### src/rtl/io_input_reader_if.sv
// CPU load-path bus for the input peripheral: read strobe, chip selects and read data.
interface io_input_reader_if;
    logic        io_read;
    logic        sw_cs;
    logic        key_cs;
    logic [31:0] io_rdata;

    modport master (output io_read, sw_cs, key_cs, input io_rdata);
    modport slave  (input io_read, sw_cs, key_cs, output io_rdata);
endinterface

### src/rtl/io_input_reader.sv
// Switch/confirm-button input peripheral: synchronizes inputs, debounces the button,
// latches a switch snapshot per confirmed press and serves it through chip-select reads.
module io_input_reader #(
    parameter int SW_WIDTH        = 16,
    parameter int DEBOUNCE_CYCLES = 20000
) (
    input  logic                clk,
    input  logic                seg_rst,
    io_input_reader_if.slave    bus,
    input  logic [SW_WIDTH-1:0] switches,
    input  logic                confirm_btn,
    output logic                key_pending
);
    localparam int CW     = $clog2(DEBOUNCE_CYCLES);
    localparam int SNAP_W = (SW_WIDTH > 16) ? 16 : SW_WIDTH;
    localparam int LIVE_W = (SW_WIDTH > 32) ? 32 : SW_WIDTH;

    typedef enum logic [1:0] {STABLE_LOW, WAIT_HIGH, STABLE_HIGH, WAIT_LOW} state_t;

    logic [SW_WIDTH-1:0] sw_m, sw_s;
    logic                btn_m, btn_s;
    state_t              state, state_nx;
    logic [CW-1:0]       cnt, cnt_nx;
    logic                press_evt;
    logic [SNAP_W-1:0]   snapshot;
    logic                pending, overflow;
    logic                ack;

    always_ff @(posedge clk or negedge seg_rst) begin
        if (!seg_rst) begin
            sw_m  <= '0;
            sw_s  <= '0;
            btn_m <= 1'b0;
            btn_s <= 1'b0;
        end else begin
            sw_m  <= switches;
            sw_s  <= sw_m;
            btn_m <= confirm_btn;
            btn_s <= btn_m;
        end
    end

    always_ff @(posedge clk or negedge seg_rst) begin
        if (!seg_rst) begin
            state <= STABLE_LOW;
            cnt   <= '0;
        end else begin
            state <= state_nx;
            cnt   <= cnt_nx;
        end
    end

    always_comb begin
        state_nx  = state;
        cnt_nx    = cnt;
        press_evt = 1'b0;
        unique case (state)
            STABLE_LOW: if (btn_s) begin
                state_nx = WAIT_HIGH;
                cnt_nx   = '0;
            end
            WAIT_HIGH: begin
                if (!btn_s) begin
                    state_nx = STABLE_LOW;
                    cnt_nx   = '0;
                end else if (cnt == CW'(DEBOUNCE_CYCLES - 1)) begin
                    state_nx  = STABLE_HIGH;
                    press_evt = 1'b1;
                end else begin
                    cnt_nx = cnt + 1'b1;
                end
            end
            STABLE_HIGH: if (!btn_s) begin
                state_nx = WAIT_LOW;
                cnt_nx   = '0;
            end
            WAIT_LOW: begin
                if (btn_s) begin
                    state_nx = STABLE_HIGH;
                end else if (cnt == CW'(DEBOUNCE_CYCLES - 1)) begin
                    state_nx = STABLE_LOW;
                end else begin
                    cnt_nx = cnt + 1'b1;
                end
            end
            default: state_nx = STABLE_LOW;
        endcase
    end

    assign ack = bus.io_read & bus.key_cs;

    // A press coinciding with a status read wins: the read consumes the old event,
    // so overflow only records presses that nobody acknowledged.
    always_ff @(posedge clk or negedge seg_rst) begin
        if (!seg_rst) begin
            snapshot <= '0;
            pending  <= 1'b0;
            overflow <= 1'b0;
        end else if (press_evt) begin
            snapshot <= sw_s[SNAP_W-1:0];
            pending  <= 1'b1;
            overflow <= ack ? 1'b0 : (overflow | pending);
        end else if (ack) begin
            pending  <= 1'b0;
            overflow <= 1'b0;
        end
    end

    always_comb begin
        bus.io_rdata = '0;
        if (bus.io_read && bus.key_cs) begin
            bus.io_rdata[16 +: SNAP_W] = snapshot;
            bus.io_rdata[1]            = overflow;
            bus.io_rdata[0]            = pending;
        end else if (bus.io_read && bus.sw_cs) begin
            bus.io_rdata[LIVE_W-1:0] = sw_s[LIVE_W-1:0];
        end
    end

    assign key_pending = pending;
endmodule
### src/flat_wrapper.sv
// flat-port wrapper written by rule: the top's interface ports become plain ports
module io_input_reader_flat 
#(
    parameter int SW_WIDTH        = 16,
    parameter int DEBOUNCE_CYCLES = 20000
)
  (clk, seg_rst, switches, confirm_btn, key_pending, bus_io_read, bus_sw_cs, bus_key_cs, bus_io_rdata);
  io_input_reader_if bus_i ();
  input  logic clk;
  input  logic seg_rst;
  input  logic [SW_WIDTH-1:0] switches;
  input  logic confirm_btn;
  output logic key_pending;
  input wire logic [$bits(bus_i.io_read)-1:0] bus_io_read;
  input wire logic [$bits(bus_i.sw_cs)-1:0] bus_sw_cs;
  input wire logic [$bits(bus_i.key_cs)-1:0] bus_key_cs;
  output wire logic [$bits(bus_i.io_rdata)-1:0] bus_io_rdata;
  assign bus_i.io_read = bus_io_read;
  assign bus_i.sw_cs = bus_sw_cs;
  assign bus_i.key_cs = bus_key_cs;
  assign bus_io_rdata = bus_i.io_rdata;
  io_input_reader #(.SW_WIDTH(SW_WIDTH), .DEBOUNCE_CYCLES(DEBOUNCE_CYCLES)) u_core (.clk(clk), .seg_rst(seg_rst), .bus(bus_i), .switches(switches), .confirm_btn(confirm_btn), .key_pending(key_pending));
endmodule
### config.mk
export PLATFORM = sky130hd
export DESIGN_NAME = io_input_reader_flat
export DESIGN_NICKNAME = d
export VERILOG_FILES = /design/src/rtl/io_input_reader_if.sv /design/src/rtl/io_input_reader.sv /design/src/flat_wrapper.sv
export SDC_FILE = /design/constraint.sdc
export NUM_CORES = 1
export LEC_CHECK = 0
export ABC_CLOCK_PERIOD_IN_PS = 3000
export CAP_MARGIN = 20
export CORE_UTILIZATION = 58
export DETAILED_ROUTE_END_ITERATION = 12
export DONT_BUFFER_PORTS = 1
export GPL_ROUTABILITY_DRIVEN = 0
export PLACE_DENSITY = 0.82
export SETUP_SLACK_MARGIN = 0.05
export SYNTH_ARGS = -nofsm -noshare
export SYNTH_HDL_FRONTEND = slang
export SYNTH_SLANG_ARGS = --single-unit
### constraint.sdc
create_clock -name clk -period 3 [get_ports clk]
set_input_delay 0.45 -clock clk [delete_from_list [all_inputs] [get_ports clk]]
set_output_delay 0.45 -clock clk [all_outputs]
set_load 0.05 [all_outputs]
==> results of run 1 <==
## cell usage in the layout (no fill, tap or decap), types with 2 or more instances in the layout
cell      netlist  routed
a21o_1          2       2
a21oi_1         8       8
a22o_1          2       2
a31oi_1         3       3
a32o_1          3       3
a41oi_1         2       2
and2_0          2       2
and2_1         17      17
and3_1         17      17
and4bb_2        2       2
clkbuf_8        0       9
dfrtp_1        69      69
inv_1           4       4
mux2_2         16      16
nand2_1        13      13
nand3_1        12      12
nor2_1          7       7
nor3_1          3       3
o21ai_0        19      19
o22ai_1         3       3
o31ai_1         4       4
## cells by family after synthesis
group | Yosys count | share of synthesized area, %
adder cells (fa/ha/maj) | 1 | 0.443
AO/OA/AOI/OAI | 50 | 11.3
multiplexers | 16 | 6.37
XOR/XNOR | 1 | 0.310
buffers and inverters | 17 | 2.70
flip-flops | 69 | 61.1
AND/OR/NAND/NOR | 82 | 17.8
## area by class of cell
class | count | area [um^2]
Clock buffer | 10 | 128
Clock inverter | 4 | 51.3
Multi-Input combinational cell | 150 | 1020
Fill cell | 347 | 1640
Timing Repair Buffer | 3 | 45.0
Inverter | 4 | 15.0
Sequential cell | 69 | 1730
Tap cell | 54 | 67.6
## critical path, stage by stage, from the launching register on
cell,delay [ns]
dfrtp_1,0.44
ha_1,0.24
and4_1,0.35
nand4_4,0.20
nor3_4,0.19
buf_4,0.27
mux2_2,0.37
## sequential cells by signal, summed over array words and instances (netlist names), named ones only
register / count
u_core.sw_s: 16
u_core.btn_s: 1
u_core.snapshot: 16
u_core.key_pending: 1
u_core.sw_m: 16
u_core.state: 1
u_core.btn_m: 1
u_core.cnt: 15
u_core.overflow: 1
## through the flow
| step | total power, uW | worst slack (ns) | hold slack, ns | instance area, um^2 | utilization [%] |
|---|---|---|---|---|---|
| finish | 1740 | 0.809 | 0.143 | 3060 | 65.1 |
| floorplan | 1040 | 0.914 | 0.154 | 2830 | - |
| detailed placement | 1040 | 0.848 | 0.156 | 2840 | 60.5 |
| global route | 1810 | 0.664 | 0.114 | 3060 | 65.1 |
| CTS | 1760 | 0.821 | 0.122 | 3060 | 65.1 |
| global placement | 1040 | 0.857 | 0.156 | 2840 | 60.5 |
## routing by layer
layer	global-route usage (%)	wire [um]
met2	34.2	2480
met5	0	0
met3	6.89	288
met1	27.6	2260
met4	10.9	117
## worst paths after layout
check / from / end / slack [ns] / cells past startpoint
max in group asynchronous: seg_rst / u_core.sw_m[7] / 2.06 / 2
min reg2reg: u_core.sw_m[13] / u_core.sw_s[13] / 0.35 / 0
max: u_core.cnt[0] / u_core.snapshot[2] / 0.81 / 6
max reg2reg: u_core.cnt[0] / u_core.snapshot[2] / 0.81 / 6
min: switches[3] / u_core.sw_m[3] / 0.14 / 0
min in group asynchronous: seg_rst / u_core.snapshot[8] / 0.67 / 2
## power groups by stage
stage | Clock [uW] | Combinational (uW) | Sequential [uW]
floorplan | 0 | 55.4 | 982
global placement | 0 | 52.9 | 989
detailed placement | 0 | 54.3 | 990
CTS | 710 | 77.7 | 972
global route | 749 | 85.1 | 975
finish | 691 | 76.5 | 972
==> results.sh, run 1 <==
export IMPL_die_area_mm2=0.00516
export IMPL_clk_latency_ns=0.33
export IMPL_cts_buffers=9
export IMPL_path_class="reg -> reg"
export IMPL_p_per_area_mw_per_mm2=569
export IMPL_synth_edff_count=0
export IMPL_yosysTopAreaCell="dfrtp_1"
export IMPL_ys_ff_latch=69
export IMPL_area_growth_pct=8.15
export IMPL_ys_seq_area_share_pct=61.1
export IMPL_grt_pass1_wl_um=8290
export IMPL_clock_sinks=69
export IMPL_hold_path_class="in -> reg"
export IMPL_async_flop_share_pct=100
export IMPL_cts_clk_slew_worst_paths_ns=0.07
export IMPL_synthCells=236
export IMPL_synth_common_cells="69 x dfrtp_1, 19 x o21ai_0, 17 x and2_1, 17 x and3_1, 16 x mux2_2"
export IMPL_grtUsageTotal_pct=21.8
export IMPL_clock_path_buffers=2
export IMPL_syn_mean_instance_area_um2=12.0
export IMPL_postCtsSetupBuffers=0
export IMPL_via_per_inst=6.30
export IMPL_p_seq_share_pct=55.9
export IMPL_yosysUniqueCellTypes=38
export IMPL_outcome="complete, no violations"
export IMPL_end_kind="register"
export IMPL_hold_violations=0
export IMPL_rsz0062_at_grt="no"
export IMPL_slew_viol_final=0
export IMPL_die_width_um=71.8
export IMPL_layout_nets=260
export IMPL_dr_first_iter_drc_count=102
export IMPL_wire_per_inst_um=17.5
export IMPL_ios=55
export IMPL_p_switching_uw=390
export IMPL_period_minus_slack_ns=2.19
export IMPL_tritoncts="yes"
export IMPL_ant_nets=0
export IMPL_max_slew_worst_pin_slew_ns=0.824
export IMPL_num_vias=1853
export IMPL_grt_overflow_total=0
export IMPL_core_mm2=0.00469
export IMPL_cts_root_buf="clkbuf_8"
export IMPL_cts_resized=0
export IMPL_drc_errors=0
export IMPL_fin_crit_sh_pct=73.0
export IMPL_p_int_uw=1350
export IMPL_fin_setup_tns_ns=0
export IMPL_pwr_share_comb_pct=4.4
export IMPL_setup_viol=0
export IMPL_syn_num_nets=259
export IMPL_hpwl_um=3320
export IMPL_drv_cap=0
export IMPL_cp_arrival_ns=2.41
export IMPL_cp_required_ns=3.21
export IMPL_synthFlopType="dfrtp_1"
export IMPL_rows=25
export IMPL_synth_top_area_share_pct=61.1
export IMPL_drive_gt1_share_pct=16.3
export IMPL_ir_drop_mv=0.391
export IMPL_die_h_um=71.8
export IMPL_grt_max_degree=70
export IMPL_antenna_found_initial=0
export IMPL_initial_core_util_pct=60.2
export IMPL_yosysWarningCount=0
export IMPL_grt_pass1_vias=1717
export IMPL_io_buffers=0
export IMPL_crit_path_max_fanout=18
export IMPL_synthTopCellsByArea="dfrtp_1 61%, mux2_2 6.4%, and2_1 3.8%, and3_1 3.8%, o21ai_0 3.4%"
export IMPL_layout_cells_non_filler=294
export IMPL_cts_htree_levels=3
export IMPL_slew_headroom_pct=44.8
export IMPL_antennaDiodeCount=0
export IMPL_start_kind="register"
export IMPL_dp_cells=278
export IMPL_first_pass_iters=4
export IMPL_clockPowerShare_pct=39.7
export IMPL_synth_most_common_cell="dfrtp_1"
export IMPL_fin_skew_ns=0.00729
export IMPL_netlist_area_mm2=0.00283
export IMPL_cts_hold_fix_buffers=2
export IMPL_drt_wl_total_um=5150
export IMPL_power_leakage_uw=0.00145
export IMPL_sw_frac_of_total_pct=22.4
export IMPL_max_freq_ghz=0.456
Power figures use the tool's default switching activity.
==> run 2: changes to the inputs <==
--- a/config.mk
+++ b/config.mk
@@ -5,7 +5,7 @@
 export SDC_FILE = /design/constraint.sdc
 export NUM_CORES = 1
 export LEC_CHECK = 0
-export ABC_CLOCK_PERIOD_IN_PS = 3000
+export ABC_CLOCK_PERIOD_IN_PS = 2200
 export CAP_MARGIN = 20
 export CORE_UTILIZATION = 58
 export DETAILED_ROUTE_END_ITERATION = 12
==> constraint.sdc (replaced) <==
create_clock -name clk -period 2.2 [get_ports clk]
set_input_delay 0.33 -clock clk [delete_from_list [all_inputs] [get_ports clk]]
set_output_delay 0.33 -clock clk [all_outputs]
set_load 0.05 [all_outputs]
==> results.sh, run 2 (synthesis gave the netlist of run 1 again) <==
export IMPL_p_per_area_mw_per_mm2=737
export IMPL_antennaDiodeCount=0
export IMPL_slew_headroom_pct=63.8
export IMPL_place_area_mm2=0.00288
export IMPL_max_freq_ghz=0.502
export IMPL_first_pass_iters=4
export IMPL_layout_nets=268
export IMPL_ios=55
export IMPL_hold_path_class="in -> reg"
export IMPL_cts_clk_slew_worst_paths_ns=0.07
export IMPL_ir_drop_mv=0.447
export IMPL_setup_viol=0
export IMPL_top_regs="u_core.snapshot: 16 flops, u_core.sw_m: 16 flops, u_core.sw_s: 16 flops"
export IMPL_hold_violations=0
export IMPL_grt_pass1_vias=1821
export IMPL_via_per_inst=6.13
export IMPL_num_fill_cells=328
export IMPL_cts_htree_levels=3
export IMPL_hpwl_um=3370
export IMPL_area_growth_pct=10.8
export IMPL_cts_root_buf="clkbuf_8"
export IMPL_core_mm2=0.00469
export IMPL_fin_skew_ns=0.00649
export IMPL_clock_path_buffers=2
export IMPL_antenna_found_initial=0
export IMPL_grt_max_degree=70
export IMPL_path_class="reg -> reg"
export IMPL_cp_arrival_ns=2.20
export IMPL_drc_errors=0
export IMPL_postLayoutSetupSlackWorst_ns=0.207
export IMPL_dp_slack_ns=0.0840
export IMPL_die_h_um=71.8
export IMPL_period_minus_slack_ns=1.99
export IMPL_outcome="complete, no violations"
export IMPL_cp_required_ns=2.41
export IMPL_final_common_cell="dfrtp_1"
export IMPL_drive_gt1_share_pct=17.7
export IMPL_io_buffers=0
export IMPL_initial_core_util_pct=60.2
export IMPL_num_vias=1850
export IMPL_holdWs_ns=0.0232
export IMPL_slew_viol_final=0
export IMPL_wire_per_inst_um=16.9
export IMPL_start_kind="register"
export IMPL_clock_sinks=69
export IMPL_crit_path_max_fanout=18
export IMPL_ant_nets=0
export IMPL_drt_wl_total_um=5100
export IMPL_die_area_mm2=0.00516
export IMPL_die_width_um=71.8
export IMPL_clk_latency_ns=0.33
export IMPL_fin_area_mm2=0.00313
export IMPL_grt_overflow_total=0
export IMPL_power_leakage_uw=0.00148
export IMPL_tritoncts="yes"
export IMPL_grtUsageTotal_pct=22.4
export IMPL_grt_pass1_wl_um=8580
export IMPL_fin_crit_sh_pct=90.6
export IMPL_rsz0062_at_grt="no"
export IMPL_dp_cells=281
export IMPL_fin_setup_tns_ns=0
export IMPL_final_cell_mix="68 x dfrtp_1, 19 x o21ai_0, 17 x and2_1, 17 x and3_1, 16 x mux2_2"
export IMPL_layout_cells_non_filler=302
export IMPL_dr_first_iter_drc_count=138
export IMPL_drv_cap=0
export IMPL_max_slew_worst_pin_slew_ns=0.546
export IMPL_end_kind="register"
export IMPL_cts_buffers=9
export IMPL_rows=25
export IMPL_postCtsSetupBuffers=0
## run 2: critical path: stages, from the launching register on
cell	delay, ns
dfrtp_2	0.42
ha_1	0.22
and4_4	0.27
nand4_4	0.16
nor3_4	0.25
buf_12	0.19
mux2_2	0.35
## run 2: what timing repair did
action,CTS,global route
endpoints found under the setup margin,0,17
gates resized for setup,0,3
hold endpoints to repair,69,5
hold buffers,2,5
## run 2: final timing paths
check	startpoint	endpoint	slack [ns]	cells after the start
setup / recovery	u_core.cnt[0]	u_core.snapshot[0]	0.21	6
hold / removal	confirm_btn	u_core.btn_m	0.02	0
setup reg to reg	u_core.cnt[0]	u_core.snapshot[0]	0.21	6
hold reg to reg	u_core.sw_m[2]	u_core.sw_s[2]	0.35	0
max in group asynchronous	seg_rst	u_core.cnt[2]	1.39	2
min in group asynchronous	seg_rst	u_core.sw_m[13]	0.55	2
## run 2: stage by stage
| stage | total power [uW] | util [%] |
|---|---|---|
| after floorplan | 1410 | - |
| after global placement | 1420 | 61.3 |
| after detailed placement | 1430 | 61.3 |
| after CTS | 2320 | 65.6 |
| after global routing | 2400 | 66.7 |
| final | 2310 | 66.7 |
## run 2: cell type report
cell class | instances | area, um^2 | share of cell area, %
flip-flops and latches | 69 | 1730 | 55.2
inverters | 4 | 15.0 | 0.479
clock inverters | 2 | 10.0 | 0.320
repair buffers | 11 | 130 | 4.16
multi-input cells | 150 | 1030 | 32.8
well taps | 54 | 67.6 | 2.16
clock buffers | 12 | 155 | 4.95
## run 2: routing by layer
layer / routed length, um / global-route usage, % / vias up
met1: 2310 / 29.1 / 911
met4: 98 / 10.5 / 0
met5: 0 / 0 / -
li1: - / - / 863
met3: 250 / 7.03 / 11
met2: 2440 / 34.6 / 65
## run 2: power by group
| part | switching (uW) | internal [uW] | leakage, uW | total, uW |
|---|---|---|---|---|
| clock network | 411 | 454 | 0.0000881 | 866 |
| logic | 80.2 | 33.0 | 0.000515 | 113 |
| registers | 22.9 | 1300 | 0.000880 | 1330 |
==> run 3: changes to the inputs <==
--- a/config.mk
+++ b/config.mk
@@ -13,6 +13,7 @@
 export GPL_ROUTABILITY_DRIVEN = 0
 export PLACE_DENSITY = 0.82
 export SETUP_SLACK_MARGIN = 0.05
+export SLEW_MARGIN = 10
 export SYNTH_ARGS = -nofsm -noshare
 export SYNTH_HDL_FRONTEND = slang
 export SYNTH_SLANG_ARGS = --single-unit
==> constraint.sdc (replaced) <==
create_clock -name clk -period 2.2 [get_ports clk]
set_input_delay 0.33 -clock clk [delete_from_list [all_inputs] [get_ports clk]]
set_output_delay 0.33 -clock clk [all_outputs]
set_load 0.005 [all_outputs]
==> results.sh, run 3 (synthesis gave the netlist of run 1 again) <==
export IMPL_outcome="complete, no violations"
export IMPL_max_freq_ghz=0.504
export IMPL_hold_path_class="in -> reg"
export IMPL_setup_viol=0
export IMPL_fin_crit_sh_pct=90.2
export IMPL_tritoncts="yes"
export IMPL_grt_pass1_wl_um=8650
export IMPL_max_slew_worst_pin_slew_ns=0.421
export IMPL_rows=25
export IMPL_cts_buffers=9
export IMPL_r2r_cells=6
export IMPL_final_cell_mix="68 x dfrtp_1, 19 x o21ai_0, 17 x and2_1, 17 x and3_1, 16 x mux2_2"
export IMPL_cts_htree_levels=3
export IMPL_fin_setup_tns_ns=0
export IMPL_hpwl_um=3340
export IMPL_slew_viol_final=0
export IMPL_via_per_inst=6.14
export IMPL_grt_max_degree=70
export IMPL_grtUsageTotal_pct=22.5
export IMPL_crit_family="simple AND/OR/NAND/NOR gates"
export IMPL_area_growth_pct=14.5
export IMPL_ir_drop_mv=0.397
export IMPL_antenna_found_initial=0
export IMPL_hold_violations=0
export IMPL_min_path_cells=0
export IMPL_num_vias=1890
export IMPL_clock_path_buffers=2
export IMPL_dr_first_iter_drc_count=173
export IMPL_p_per_area_mw_per_mm2=792
export IMPL_final_util_pct=69.0
export IMPL_drc_errors=0
export IMPL_top_regs="u_core.snapshot: 16 flops, u_core.sw_m: 16 flops, u_core.sw_s: 16 flops"
export IMPL_power_leakage_uw=0.00152
export IMPL_cts_clk_slew_worst_paths_ns=0.07
export IMPL_initial_core_util_pct=60.2
export IMPL_final_common_cell="dfrtp_1"
export IMPL_path_class="reg -> reg"
export IMPL_place_area_mm2=0.00287
export IMPL_grt_overflow_total=0
export IMPL_end_kind="register"
export IMPL_grt_pass1_vias=1771
export IMPL_cp_required_ns=2.42
export IMPL_drt_wl_total_um=5400
export IMPL_clk_latency_ns=0.34
export IMPL_rsz0062_at_grt="no"
export IMPL_clock_sinks=69
export IMPL_drive_gt1_share_pct=17.3
export IMPL_die_area_mm2=0.00516
export IMPL_start_kind="register"
export IMPL_first_pass_iters=4
export IMPL_slew_headroom_pct=71.8
export IMPL_crit_path_max_fanout=18
export IMPL_cp_arrival_ns=2.21
export IMPL_ios=55
export IMPL_core_mm2=0.00469
export IMPL_die_h_um=71.8
export IMPL_cts_root_buf="clkbuf_8"
export IMPL_drv_cap=0
export IMPL_slowest_delay_ns=0.42
export IMPL_period_minus_slack_ns=1.98
export IMPL_crit_cells=6
export IMPL_crit_buf_inv=1
export IMPL_holdWs_ns=0.0151
export IMPL_fin_area_mm2=0.00324
export IMPL_die_width_um=71.8
export IMPL_layout_nets=272
export IMPL_wire_per_inst_um=17.5
export IMPL_io_buffers=0
export IMPL_ant_nets=0
export IMPL_crit_slowest_cell="dfrtp_1"
export IMPL_antennaDiodeCount=0
export IMPL_fin_skew_ns=0.00717
export IMPL_cp_cell_sequence="ha_1, and4_4, nand4_4, nor3_4, buf_12, mux2_2"
-- run 3: changes by cell type in the layout (fill, tap and decap cells not counted), sizes merged --
| cell | previous run | this run |
|---|---|---|
| buf | 5 | 4 |
| bufinv | 0 | 2 |
| clkbuf | 12 | 13 |
| clkinv | 2 | 0 |
| clkinvlp | 0 | 1 |
| dlygate4sd3 | 6 | 11 |
-- run 3: through the flow --
stage	setup WS [ns]	total power [uW]	instances
floorplan	0.114	1390	236
global placement	0.181	1400	280
detailed placement	0.113	1400	280
CTS	0.0719	2570	298
global route	0.0932	2660	308
finish	0.216	2560	308
-- run 3: worst paths after layout --
check / start / endpoint / slack, ns
max in group asynchronous: seg_rst / u_core.cnt[0] / 1.39
min in group asynchronous: seg_rst / u_core.sw_s[12] / 0.53
max: u_core.cnt[1] / u_core.snapshot[11] / 0.22
min: switches[15] / u_core.sw_m[15] / 0.02
max reg2reg: u_core.cnt[1] / u_core.snapshot[11] / 0.22
min reg2reg: u_core.sw_m[14] / u_core.sw_s[14] / 0.35
-- run 3: area by class of cell --
cell class              instances  area (um^2)
flip-flops and latches         69         1730
fillers                       309         1460
multi-input cells             150         1030
repair buffers                 15          173
clock buffers                  13          159
clock inverters                 3         67.6
well taps                      54         67.6
inverters                       4         15.0
-- run 3: repair_timing --
item,in CTS,in global routing
hold buffers,2,10
resized for setup,0,3
hold endpoints to repair,69,10
buffers inserted,0,0
endpoints found under the setup margin,0,16
-- run 3: power by group --
group          switching (uW)  total, uW  internal (uW)
logic                    56.7       95.8           39.1
registers                22.0       1330           1300
clock network             439       1140            701
total                     518       2560           2040
-- run 3: layer usage --
metal / up-vias / GRT usage (%) / wire (um)
met4: 0 / 10.9 / 157
met2: 82 / 34.3 / 2590
met3: 15 / 7.17 / 317
met5: - / 0 / 0
li1: 875 / - / -
met1: 918 / 29.3 / 2330
